==> config.mk <==
export PLATFORM = sky130hd
export DESIGN_NAME = k_smallest_tracker
export DESIGN_NICKNAME = d
export VERILOG_FILES = /design/src/rtl/k_smallest_tracker.sv
export SDC_FILE = /design/constraint.sdc
export NUM_CORES = 1
export LEC_CHECK = 0
export CORE_ASPECT_RATIO = 0.6
export CORE_MARGIN = 2
export CORE_UTILIZATION = 40
export CTS_CLUSTER_SIZE = 40
export DETAILED_ROUTE_END_ITERATION = 8
export PLACE_DENSITY = 0.66
export SYNTH_ARGS = -nofsm -noshare
export SYNTH_HDL_FRONTEND = slang
export SYNTH_SLANG_ARGS = --single-unit
==> constraint.sdc <==
create_clock -name clk -period 3.1 [get_ports clk]
set_clock_uncertainty 0.2 [all_clocks]
set_input_delay 0.31 -clock clk [delete_from_list [all_inputs] [get_ports clk]]
set_output_delay 0.31 -clock clk [all_outputs]
set_load 0.03 [all_outputs]
==> src/rtl/k_smallest_tracker.sv <==
// Keeps the K smallest (distance, group) samples of one query in sorted order.
// Latency: a sample accepted at edge N is visible in the outputs right after edge N.
// Backpressure: o_ready is high throughout COLLECT and low in every other state.
module k_smallest_tracker #(
   parameter int DIST_W = 16,
   parameter int K      = 5,
   parameter int CNT_W  = 3
) (
   input  logic                clk,
   input  logic                rst,
   input  logic                i_start,
   input  logic                i_valid,
   input  logic [DIST_W-1:0]   i_distance,
   input  logic                i_group,
   input  logic                i_last,
   output logic                o_ready,
   output logic [K-1:0]        o_5_smallest_distances_group_bit,
   output logic [K*DIST_W-1:0] o_smallest_distances,
   output logic [CNT_W-1:0]    o_count,
   output logic                o_done
);

   typedef enum logic [1:0] {
      S_IDLE    = 2'd0,
      S_COLLECT = 2'd1,
      S_DONE    = 2'd2
   } state_t;

   state_t state_q, state_nxt;

   logic [DIST_W-1:0] dist_q [K];
   logic [DIST_W-1:0] dist_d [K];
   logic [K-1:0]      grp_q, grp_d;
   logic [K-1:0]      occ_q, occ_d;
   logic [CNT_W-1:0]  count_q;

   // gt[i]: slot i would yield its place to the new sample (empty, or strictly larger).
   // Because the list is sorted and filled from slot 0, gt is monotonic over i.
   logic [K-1:0] gt;
   logic [K-1:0] ins_here;
   logic         accept;

   // i_start wins over a sample presented in the same cycle
   assign accept = i_valid & o_ready & ~i_start;

   // State register
   always_ff @(posedge clk or posedge rst) begin
      if (rst) state_q <= S_IDLE;
      else     state_q <= state_nxt;
   end

   // Next-state logic; i_start restarts the query from any state
   always_comb begin
      state_nxt = state_q;
      if (i_start) begin
         state_nxt = S_COLLECT;
      end else begin
         case (state_q)
            S_IDLE:    state_nxt = S_IDLE;
            S_COLLECT: if (accept && i_last) state_nxt = S_DONE;
            S_DONE:    state_nxt = S_IDLE;
            default:   state_nxt = S_IDLE;
         endcase
      end
   end

   // FSM outputs are pure functions of the state
   always_comb begin
      o_ready = (state_q == S_COLLECT);
      o_done  = (state_q == S_DONE);
   end

   // Parallel compare: ties compare as not-greater, so a new equal sample lands behind
   always_comb begin
      for (int i = 0; i < K; i++) begin
         gt[i] = ~occ_q[i] | (dist_q[i] > i_distance);
      end
      ins_here[0] = gt[0];
      for (int i = 1; i < K; i++) begin
         ins_here[i] = gt[i] & ~gt[i-1];
      end
   end

   // Shift network: insert point takes the sample, slots above take their lower neighbour
   always_comb begin
      for (int i = 0; i < K; i++) begin
         dist_d[i] = dist_q[i];
         grp_d[i]  = grp_q[i];
         occ_d[i]  = occ_q[i];
      end
      if (gt[0]) begin
         dist_d[0] = i_distance;
         grp_d[0]  = i_group;
         occ_d[0]  = 1'b1;
      end
      for (int i = 1; i < K; i++) begin
         if (ins_here[i]) begin
            dist_d[i] = i_distance;
            grp_d[i]  = i_group;
            occ_d[i]  = 1'b1;
         end else if (gt[i]) begin
            dist_d[i] = dist_q[i-1];
            grp_d[i]  = grp_q[i-1];
            occ_d[i]  = occ_q[i-1];
         end
      end
   end

   // Slot storage: cleared by reset or i_start, updated on each accepted sample
   always_ff @(posedge clk or posedge rst) begin
      if (rst) begin
         for (int i = 0; i < K; i++) dist_q[i] <= '0;
         grp_q <= '0;
         occ_q <= '0;
      end else if (i_start) begin
         for (int i = 0; i < K; i++) dist_q[i] <= '0;
         grp_q <= '0;
         occ_q <= '0;
      end else if (accept) begin
         for (int i = 0; i < K; i++) dist_q[i] <= dist_d[i];
         grp_q <= grp_d;
         occ_q <= occ_d;
      end
   end

   // Occupancy counter saturating at K
   always_ff @(posedge clk or posedge rst) begin
      if (rst) begin
         count_q <= '0;
      end else if (i_start) begin
         count_q <= '0;
      end else if (accept && (count_q != CNT_W'(K))) begin
         count_q <= count_q + CNT_W'(1);
      end
   end

   // Flatten the slot array onto the output bus, slot 0 in the low bits
   always_comb begin
      for (int i = 0; i < K; i++) begin
         o_smallest_distances[i*DIST_W +: DIST_W] = dist_q[i];
      end
      o_5_smallest_distances_group_bit = grp_q;
      o_count                          = count_q;
   end

endmodule
==> summary.md, run 1 <==
| Metric | Value |
|---|---|
| Yosys Warn Count | 0 |
| Hold-fix buffers, CTS | 0 |
| Post-DR wirelength/cell | around 21 microns |
| Capture point of the critical path | o_smallest_distances[76] |
| Top Metal Used | met4 |
| Crit end category | flop |
| WP data required | between 3 and 4 ns |
| Top post-synthesis cells by count | dfrtp_1, mux2i_1, ha_1 |
| Slew Viols, Final | 0 |
| Total Routed Length | about 19 mm |
| HP Class | input port to async pin |
| Clock latency at the later pin of the worst-skew pair | approximately 0.34 ns |
| Chip Width | around 170 microns |
| Reg2reg end | o_smallest_distances[27] |
| Arrival @ worst endpoint | ~3.0 ns |
| Overflow after GRT | 0 |
| DIE AREA | about 0.017 sq mm |
| R2R Setup Slk | approximately 0.36 ns |
| Routed vias | approximately 5300 |
| Reg-to-Reg Start | o_smallest_distances[13] |
| Leak pwr | 3.73 nW |
| Initial cell density of the core | 0.409 |
| #FFs+latches synth | 95 |
| Final period utilization | 0.948 |
| Setup TNS | 0 ns |
| Critical path class | input port to flop |
| Routed Antenna Nets | 0 |
| Met3 wire len | 1.44 mm |
| M1 WL | between 9 and 10 mm |
| Yosys cell types | 55 |
| P per Cell Area | roughly 400 mW/mm^2 |
| Hpwl dp | around 15 mm |
| Register area | around 0.0024 sq mm |
| Worst Setup Start Kind | input port |
| GP Congestion | approximately 0.9 |
| Max-Cap Viols | 0 |
| Initial drt markers | roughly 380 |
| Max FO, Critical Path | 8 |
| Clk buf depth | 2 |
| Core area | between 0.015 and 0.02 sq mm |
| First-pass GRT wire length | about 30 mm |
| Die Ht | ~100 microns |
| Final core occ | 0.536 |
| IO Pins | approximately 110 |
| Unrepaired setup endpoints after global routing | false |
| Syn_nets | ~680 |
| Worst R2R Path Depth | 8 |
| Final hold violations | 0 |
| Final #Nets | between 800 and 900 |
| Fin cells | 928 |
| Largest net degree at the start of global routing | roughly 50 |
| Status | completed |
| Number of synthesized flops with an enable pin | 0 |
| CTS tree | yes |
| Top-area cell type share of the netlist area | 0.379 |
| Final Setup Violations | 0 |
| Worst-margin pin slew | 0.521 ns |
| Hold_ws | 0.0404 ns |
| Largest cells by area after synthesis | dfrtp_1, ha_1, mux2i_1 |
| Post_cts resized | 0 |
| Minimum clock period after layout | just under 3 ns |
| Async set or reset register ratio after synthesis | 1.00 |
| WL met2 | between 7 and 8 mm |
| Fraction of layout cells with a size suffix above 1 | 0.105 |
| Inst Count DP | slightly above 900 |
| Post-synthesis sequential area ratio | 0.379 |
| Most frequent cell after synthesis | dfrtp_1 |
| Max IR drop VDD | around 300 uV |
| # DRC | 0 |
| Vias in the first global route | roughly 5300 |
| Synth area leader | dfrtp_1 |
| Syn Inst Count | between 500 and 600 |
| Number of vias per cell | roughly 5.7 |
| Initial antenna violation count | 0 |
| Slew HR | 0.652 |
| Total GRT Usage | 0.236 |
| Rows | 35 |
| DRT Pass-1 Iters | 5 |
| FILL cells | 1314 |
| Clock sinks | 95 |
| Postcts setup bufs | 0 |
| CTS Buf Count | 9 |
| Clock slew at reported path FFs | ~0.070 ns |
| Clk root buf | clkbuf_16 |
| Fmax | about 0.34 GHz |
| Port Buffer Count | ~110 |
| CP Launch Point | i_distance[14] |
| H-tree depth | 3 |
| Mean post-synth cell area | 10.8 sq um |
| Ant diodes | 0 |
| Layout area overhead | 31.0% |
| Ys flop type | dfrtp_1 |
| Mapped cell area | 0.00627 sq mm |
| Area occupied by multi-input gates | 0.00358 sq mm |
==> sequential cells by signal (all words and copies together) (netlist names) <==
register / cells
o_5_smallest_distances_group_bit: 5
occ_q: 5
o_count: 3
o_smallest_distances: 80
state_q: 2
==> stage by stage <==
stage / worst slack (ns) / cell area, sq um / power (W)
2_1_floorplan: 0.113 / 6270 / 0.00179
3_3_place_gp: -0.0940 / 7890 / 0.00206
3_5_place_dp: -0.179 / 7890 / 0.00209
4_1_cts: 0.183 / 8210 / 0.00331
5_1_grt: 0.0290 / 8210 / 0.00342
6_report: 0.162 / 8210 / 0.00329
==> kinds of logic (layout without fill, tap and decap cells) <==
| logic type | count (synthesis) | in the layout | share of synthesized area |
|---|---|---|---|
| adder cells (fa/ha/maj) | 82 | 82 | 0.164 |
| AND/OR/NAND/NOR | 116 | 116 | 0.0950 |
| flip-flops | 95 | 95 | 0.379 |
| XOR/XNOR | 1 | 1 | 0.00140 |
| AO/OA/AOI/OAI | 146 | 146 | 0.175 |
| buffers and inverters | 54 | 200 | 0.0497 |
| multiplexers | 85 | 85 | 0.136 |
==> cells in the final DEF (no fill, tap or decap), types with 3 or more instances in the layout <==
| master | count |
|---|---|
| a21oi_1 | 38 |
| buf_4 | 37 |
| nand2_1 | 28 |
| a22o_1 | 3 |
| o31ai_1 | 3 |
| a211oi_1 | 3 |
| buf_12 | 9 |
| nor3_1 | 6 |
| a21o_1 | 6 |
| ha_1 | 82 |
| nand2b_1 | 3 |
| dfrtp_1 | 95 |
| nor4_1 | 4 |
| nand3_1 | 5 |
| nand4_1 | 16 |
| inv_1 | 27 |
| nor2b_1 | 4 |
| clkdlybuf4s50_1 | 111 |
| clkbuf_16 | 9 |
| nor2_1 | 33 |
| o2bb2ai_1 | 68 |
| mux2i_1 | 85 |
| o21ai_0 | 10 |
==> final cells by class <==
class,count,share of cell area
Timing Repair Buffer,157,0.191
Multi-Input combinational cell,430,0.436
Sequential cell,95,0.290
Inverter,28,0.0130
Tap cell,203,0.0309
Clock buffer,9,0.0274
Clock inverter,6,0.0114
==> power breakdown <==
part	leakage (nW)	internal [W]	switching [W]
registers	1.31	0.00128	0.0000627
logic	2.27	0.000303	0.000423
clock network	0.158	0.000712	0.000509
total	3.73	0.00230	0.000995
==> worst max-delay path, stage by stage <==
cell             delay (ns)
clkdlybuf4s50_1        0.51
inv_1                  0.17
ha_1                   0.35
nand4_1                0.17
nor4_1                 0.41
and2_1                 0.21
nand2_1                0.08
o21ai_2                0.14
buf_12                 0.18
mux2i_1                0.30
o2bb2ai_1              0.12
==> routing by layer <==
metal,vias to the layer above,global-route usage
met1,2609,0.375
met5,-,0
li1,2461,-
met2,210,0.330
met4,0,0.0385
met3,18,0.0477
==> worst min-delay path by stage <==
stage          cells past startpoint                                start                                   to
5_1_grt                            2                                  rst  o_5_smallest_distances_group_bit[4]
4_1_cts                            2                                  rst  o_5_smallest_distances_group_bit[4]
2_1_floorplan                      1                               i_last                           state_q[1]
6_report                           2                                  rst  o_5_smallest_distances_group_bit[4]
3_3_place_gp                       1  o_5_smallest_distances_group_bit[4]  o_5_smallest_distances_group_bit[4]
3_5_place_dp                       1  o_5_smallest_distances_group_bit[4]  o_5_smallest_distances_group_bit[4]
Power figures use the tool's default switching activity.
==> run 2, diff against run 1 <==
- MAX_ROUTING_LAYER: default -> met4
==> summary.md, run 2 (synthesis gave the netlist of run 1 again) <==
| Metric | Value |
|---|---|
| GP Congestion | 0.942 (+4.9%) |
| Crit end category | flop |
| Worst Setup Start Kind | input port |
| Layout area overhead | 31.0% (about the same) |
| Largest net degree at the start of global routing | 38 (-25%) |
| Total Routed Length | 19.5 mm (+1.6%) |
| Chip Width | 166 microns (unchanged) |
| Final period utilization | 0.930 (-0.0180) |
| CP max-delay cell | clkdlybuf4s50_1 |
| Port Buffer Count | 111 (unchanged) |
| CTS Buf Count | 9 (unchanged) |
| Number of vias per cell | 5.76 (+0.92%) |
| DRT Pass-1 Iters | 5 (unchanged) |
| Hpwl dp | 15.4 mm (+2.5%) |
| DIE AREA | 0.0167 sq mm (unchanged) |
| H-tree depth | 3 (unchanged) |
| IO Pins | 112 (unchanged) |
| Clk buf depth | 2 (unchanged) |
| Overflow after GRT | 0 (unchanged) |
| Final #Nets | 828 (+0.36%) |
| Status | completed |
| Initial cell density of the core | 0.409 (unchanged) |
| Slew Viols, Final | 0 (unchanged) |
| Clk root buf | clkbuf_16 |
| Final Setup Violations | 0 (unchanged) |
| Postcts setup bufs | 0 (unchanged) |
| Routed Antenna Nets | 0 (unchanged) |
| NetSw | 0.00101 W (+2.0%) |
| Max IR drop VDD | 240 uV (-21%) |
| Seq pwr share | 0.426 (+0.017) |
| Clock sinks | 95 (unchanged) |
| Fmax | 0.347 GHz (+1.9%) |
| Critical Path Stages | 12 (+1) |
| Clock slew at reported path FFs | 0.07 ns (about the same) |
| Minimum clock period after layout | 2.88 ns (-0.0557 ns) |
| Delay-heaviest family, CP | buffers and inverters |
| Rows | 35 (unchanged) |
| First-pass GRT wire length | 30.6 mm (+1.6%) |
| P per Cell Area | 385 mW/mm^2 (-4.1%) |
| CTS tree | yes |
| Initial drt markers | 296 (-22%) |
| Fraction of layout cells with a size suffix above 1 | 0.110 (+0.00491) |
| # DRC | 0 (unchanged) |
| Hold-fix buffers, CTS | 0 (unchanged) |
| Initial antenna violation count | 0 (unchanged) |
| Ant diodes | 0 (unchanged) |
| Most common cell after layout, fill and taps aside | clkdlybuf4s50_1 |
| Most frequent cells in the layout | clkdlybuf4s50_1, dfrtp_1, mux2i_1, ha_1, o2bb2ai_1 |
| Combinational power share | 0.232 (+0.012) |
| Max FO, Critical Path | 10 (+2) |
| Final hold violations | 0 (unchanged) |
| Arrival @ worst endpoint | 2.91 ns (-0.05 ns) |
| Routed vias | 5370 (+1.4%) |
| Clock share of power | 0.342 (-0.029) |
| HP Class | input port to async pin |
| Post-DR wirelength/cell | 20.9 microns (+1.2%) |
| Crit-path cells | clkdlybuf4s50_1 > inv_1 > buf_12 > ha_1 > nand4_1 > nor4_2 > and2_1 > nand2_1 > o21ai_2 > buf_12 > mux2i_1 > o2bb2ai_1 |
| Max stage delay on crit path | 0.49 ns (-0.02 ns) |
| Max-Cap Viols | 0 (unchanged) |
| WP data required | 3.13 ns (about the same) |
| Worst R2R Path Depth | 8 (unchanged) |
| Fin worst setup slack | 0.218 ns (+0.0557 ns) |
| Die Ht | 101 microns (unchanged) |
| Tot Pwr | 0.00316 W (-4.0%) |
| Worst-margin pin slew | 0.549 ns (+0.0280 ns) |
| Clock latency at the later pin of the worst-skew pair | 0.35 ns (about the same) |
| Core area | 0.0153 sq mm (unchanged) |
| Leak pwr | 3.72 nW (-0.33%) |
| Net Sw Frac | 0.321 (+0.0190) |
| Vias in the first global route | 5485 (+2.9%) |
| Critical path class | input port to flop |
| Total GRT Usage | 0.248 (+0.0117) |
| Unrepaired setup endpoints after global routing | false |
| Critical path's most frequent cell | buf_12 |
| Largest register FFs | 80 (unchanged) |
| WP buf/inv | 4 (+1) |
| Slew HR | 0.634 (-0.0180) |
| Setup WS pre-CTS | -0.158 ns (+0.0212 ns) |
| Internal power | 0.00215 W (-6.7%) |
run 2: cell types whose count changed in the layout (fill, tap and decap cells not counted), sizes merged:
cell	before	now
buf	46	49
bufinv	2	0
clkbuf	9	10
clkinv	3	1
clkinvlp	0	3
inv	29	30
run 2: through the flow:
step	TNS [ns]	util	area [sq um]	hold WS, ns	instances
after floorplan	0	-	6270	0.239	579
after global placement	-2.96	0.517	7920	0.283	916
after detailed placement	-6.18	0.517	7920	0.289	916
after CTS	0	0.535	8200	0.128	932
after global routing	0	0.536	8210	0.154	932
final	0	0.536	8210	0.115	932
run 2: final cells by class:
class	count	area [sq um]
fill	1361	7120
tap	203	254
clock inverter	6	51.3
clock buffer	10	229
multi-input combinational	430	3590
inverter	28	106
sequential	95	2380
timing repair buffer	160	1600
run 2: power by group through the flow:
stage | clock network (W) | logic [W] | registers, W
floorplan | 0 | 0.000359 | 0.00143
global placement | 0 | 0.000703 | 0.00137
detailed placement | 0 | 0.000728 | 0.00137
CTS | 0.00110 | 0.000730 | 0.00135
global route | 0.00115 | 0.000793 | 0.00135
finish | 0.00108 | 0.000732 | 0.00135
run 2: path summary, 6_finish.rpt:
| kind | from | slack, ns | to |
|---|---|---|---|
| max reg2reg | o_smallest_distances[13] | 0.40 | o_smallest_distances[20] |
| max | i_distance[13] | 0.22 | o_5_smallest_distances_group_bit[4] |
| min | rst | 0.12 | o_smallest_distances[69] |
| min reg2reg | o_5_smallest_distances_group_bit[4] | 0.31 | o_5_smallest_distances_group_bit[4] |
| min in group clk | o_5_smallest_distances_group_bit[4] | 0.31 | o_5_smallest_distances_group_bit[4] |
| max in group asynchronous | rst | 1.97 | o_smallest_distances[57] |
run 2: timing repair:
item                                    CTS  global route
gates resized for setup                   0             1
hold endpoints to repair                  0             0
endpoints found under the setup margin    0             3
run 2: metal layers:
metal  vias up  global-route usage  routed length [microns]
met4         0              0.0451                      171
met3        16              0.0506                     1410
met5         -                   -                        0
met2       212               0.348                     8110
li1       2465                   -                        -
met1      2677               0.369                     9780
==> run 3, diff against run 2 <==
- ABC_AREA: default -> 1
- PLACE_DENSITY: 0.66 -> default
==> summary.md, run 3 <==
| Metric | Value |
|---|---|
| Final #Nets | 1208 (+46%) |
| Max IR drop VDD | 270 uV (+13%) |
| Worst Setup Start Kind | input port |
| Async set or reset register ratio after synthesis | 1.00 (unchanged) |
| #FFs+latches synth | 95 (unchanged) |
| Fraction of layout cells with a size suffix above 1 | 0.0866 (-0.0232) |
| GP Congestion | 0.887 (-5.8%) |
| Top post-synthesis cells by count | nand2_1, nor2_1, inv_1 |
| Worst-margin pin slew | 0.564 ns (+0.0154 ns) |
| Total Routed Length | 20.6 mm (+5.8%) |
| Port Buffer Count | 111 (unchanged) |
| Final core occ | 0.509 (-0.0269) |
| Largest register FFs | 80 (unchanged) |
| Ant diodes | 0 (unchanged) |
| Status | completed |
| Delay-heaviest family, CP | simple AND/OR/NAND/NOR gates |
| Critical path's most frequent cell | nand2_1 |
| Clk root buf | clkbuf_16 |
| Vias in the first global route | 5879 (+7.2%) |
| Most common cell after layout, fill and taps aside | nand2_1 |
| Clock slew at reported path FFs | 0.07 ns (about the same) |
| # DRC | 0 (unchanged) |
| Top-area cell type share of the netlist area | 0.340 (-0.0395) |
| Final period utilization | 0.825 (-0.104) |
| Syn_nets | 1084 (+59%) |
| WP buf/inv | 2 (-2) |
| Clock latency at the later pin of the worst-skew pair | 0.35 ns (about the same) |
| Tot Pwr | 0.00363 W (+15%) |
| Most frequent cells in the layout | nand2_1, nor2_1, clkdlybuf4s50_1, inv_1, dfrtp_1 |
| Hold-fix buffers, CTS | 0 (unchanged) |
| Initial antenna violation count | 0 (unchanged) |
| Crit-path cells | clkdlybuf4s50_1 > inv_1 > ha_1 > a21oi_1 > o21ai_0 > a21oi_1 > nand2_1 > nand2_2 > nand2_4 > nand2_4 > nand2_1 > nand2_1 > nand2_1 |
| Critical path class | input port to flop |
| Synth area leader | dfrtp_1 |
| Initial drt markers | 433 (+46%) |
| CTS Buf Count | 9 (unchanged) |
| Ys flop type | dfrtp_1 |
| Number of synthesized flops with an enable pin | 0 (unchanged) |
| Routed Antenna Nets | 0 (unchanged) |
| Die Ht | 106 microns (+5.4%) |
| Routed vias | 6388 (+19%) |
| Max stage delay on crit path | 0.48 ns (about the same) |
| Leak pwr | 4.82 nW (+29%) |
| Largest cells by area after synthesis | dfrtp_1, nand2_1, ha_1 |
| Slew Viols, Final | 0 (unchanged) |
| First-pass GRT wire length | 32.8 mm (+7.0%) |
| Overflow after GRT | 0 (unchanged) |
| Rows | 37 (+5.7%) |
| Yosys cell types | 33 (-40%) |
| Setup WS pre-CTS | 0.209 ns (+0.367 ns) |
| Yosys Warn Count | 0 (unchanged) |
| DRT Pass-1 Iters | 5 (unchanged) |
| CTS tree | yes |
| Minimum clock period after layout | 2.56 ns (-0.323 ns) |
| Core area | 0.0171 sq mm (+12%) |
| Total GRT Usage | 0.233 (-0.0145) |
| Post-DR wirelength/cell | 15.3 microns (-27%) |
| Syn Inst Count | 980 (+69%) |
| Unrepaired setup endpoints after global routing | false |
| Layout area overhead | 24.6% |
| Post_cts resized | 0 (unchanged) |
| Most frequent cell after synthesis | nand2_1 |
| Max FO, Critical Path | 18 (+8) |
| Fin worst setup slack | 0.541 ns (+0.323 ns) |
| P per Cell Area | 417 mW/mm^2 (+8.4%) |
| Arrival @ worst endpoint | 2.60 ns (-0.31 ns) |
| Crit end category | flop |
| Number of vias per cell | 4.76 (-17%) |
| Slew HR | 0.624 (-0.00983) |
| Final hold violations | 0 (unchanged) |
| Final Setup Violations | 0 (unchanged) |
| IO Pins | 112 (unchanged) |
| Mean post-synth cell area | 7.14 sq um (-34%) |
| Post-synthesis sequential area ratio | 0.340 (-0.0395) |
| Postcts setup bufs | 0 (unchanged) |
| CP max-delay cell | clkdlybuf4s50_1 |
| Clk buf depth | 2 (unchanged) |
| Setup TNS | 0 ns (unchanged) |
| Initial cell density of the core | 0.408 (-0.000498) |
| Largest net degree at the start of global routing | 43 (+13%) |
| WP data required | 3.14 ns (about the same) |
| Hpwl dp | 16.3 mm (+5.4%) |
| Hold_ws | 0.175 ns (+0.0605 ns) |
| Chip Width | 175 microns (+5.5%) |
| Fmax | 0.391 GHz (+13%) |
| H-tree depth | 3 (unchanged) |
| HP Class | input port to async pin |
| Clock sinks | 95 (unchanged) |
| DIE AREA | 0.0186 sq mm (+11%) |
| Max-Cap Viols | 0 (unchanged) |
| Mapped cell area | 0.00700 sq mm (+12%) |
-- run 3: cell types whose count changed after synthesis, sizes merged, moves of 4 or more --
cell	change
nor2b	-4
nor2	+128
inv	+83
nand3	+5
o21ai	+18
clkbuf	-7
buf	+6
o2bb2ai	-68
and2	-4
nand2	+356
nand4	+6
nor4	-4
mux2i	-85
nand2b	-4
-- run 3: routing by layer --
metal  up-vias  GRT usage  share of wire
met3         9     0.0397          0.050
li1       3310          -              -
met2       152      0.297           0.38
met5         -          -              0
met4         0     0.0315         0.0042
met1      2917      0.379           0.57
-- run 3: layout make-up --
cell class | instances | area, sq um
timing repair buffer | 138 | 1330
inverter | 111 | 419
tap | 234 | 293
fill | 1718 | 8410
clock buffer | 13 | 260
sequential | 95 | 2380
clock inverter | 3 | 65.1
multi-input combinational | 749 | 3970
-- run 3: logic make-up after synthesis --
family                     synth area share
buffers and inverters                0.0921
AOI/OAI and AO/OA                    0.0653
adders and majority gates             0.147
muxes                               0.00161
DFF                                   0.340
and+or+nand+nor                       0.354
-- run 3: stage by stage --
step	cell area [sq um]	std cells
final	8710	1343
after global routing	8710	1343
after CTS	8710	1343
after detailed placement	8390	1327
after global placement	8390	1327
after floorplan	7000	980
-- run 3: worst paths after layout --
path                                                           from                                   to  slack (ns)  depth (start not counted)
max in group asynchronous                                       rst             o_smallest_distances[41]        1.86                          3
worst min register to register  o_5_smallest_distances_group_bit[4]  o_5_smallest_distances_group_bit[4]        0.29                          2
min in group clk                o_5_smallest_distances_group_bit[4]  o_5_smallest_distances_group_bit[4]        0.29                          2
worst max-delay path                                 i_distance[11]             o_smallest_distances[33]        0.54                         13
worst max register to register             o_smallest_distances[43]             o_smallest_distances[33]        0.75                         11
worst min-delay path                                            rst                           o_count[0]        0.18                          2
-- run 3: report_power, final --
group	total [W]	internal, W	switching [W]
Clock	0.00125	0.000752	0.000495
Sequential	0.00141	0.00131	0.0000967
Combinational	0.000979	0.000359	0.000620
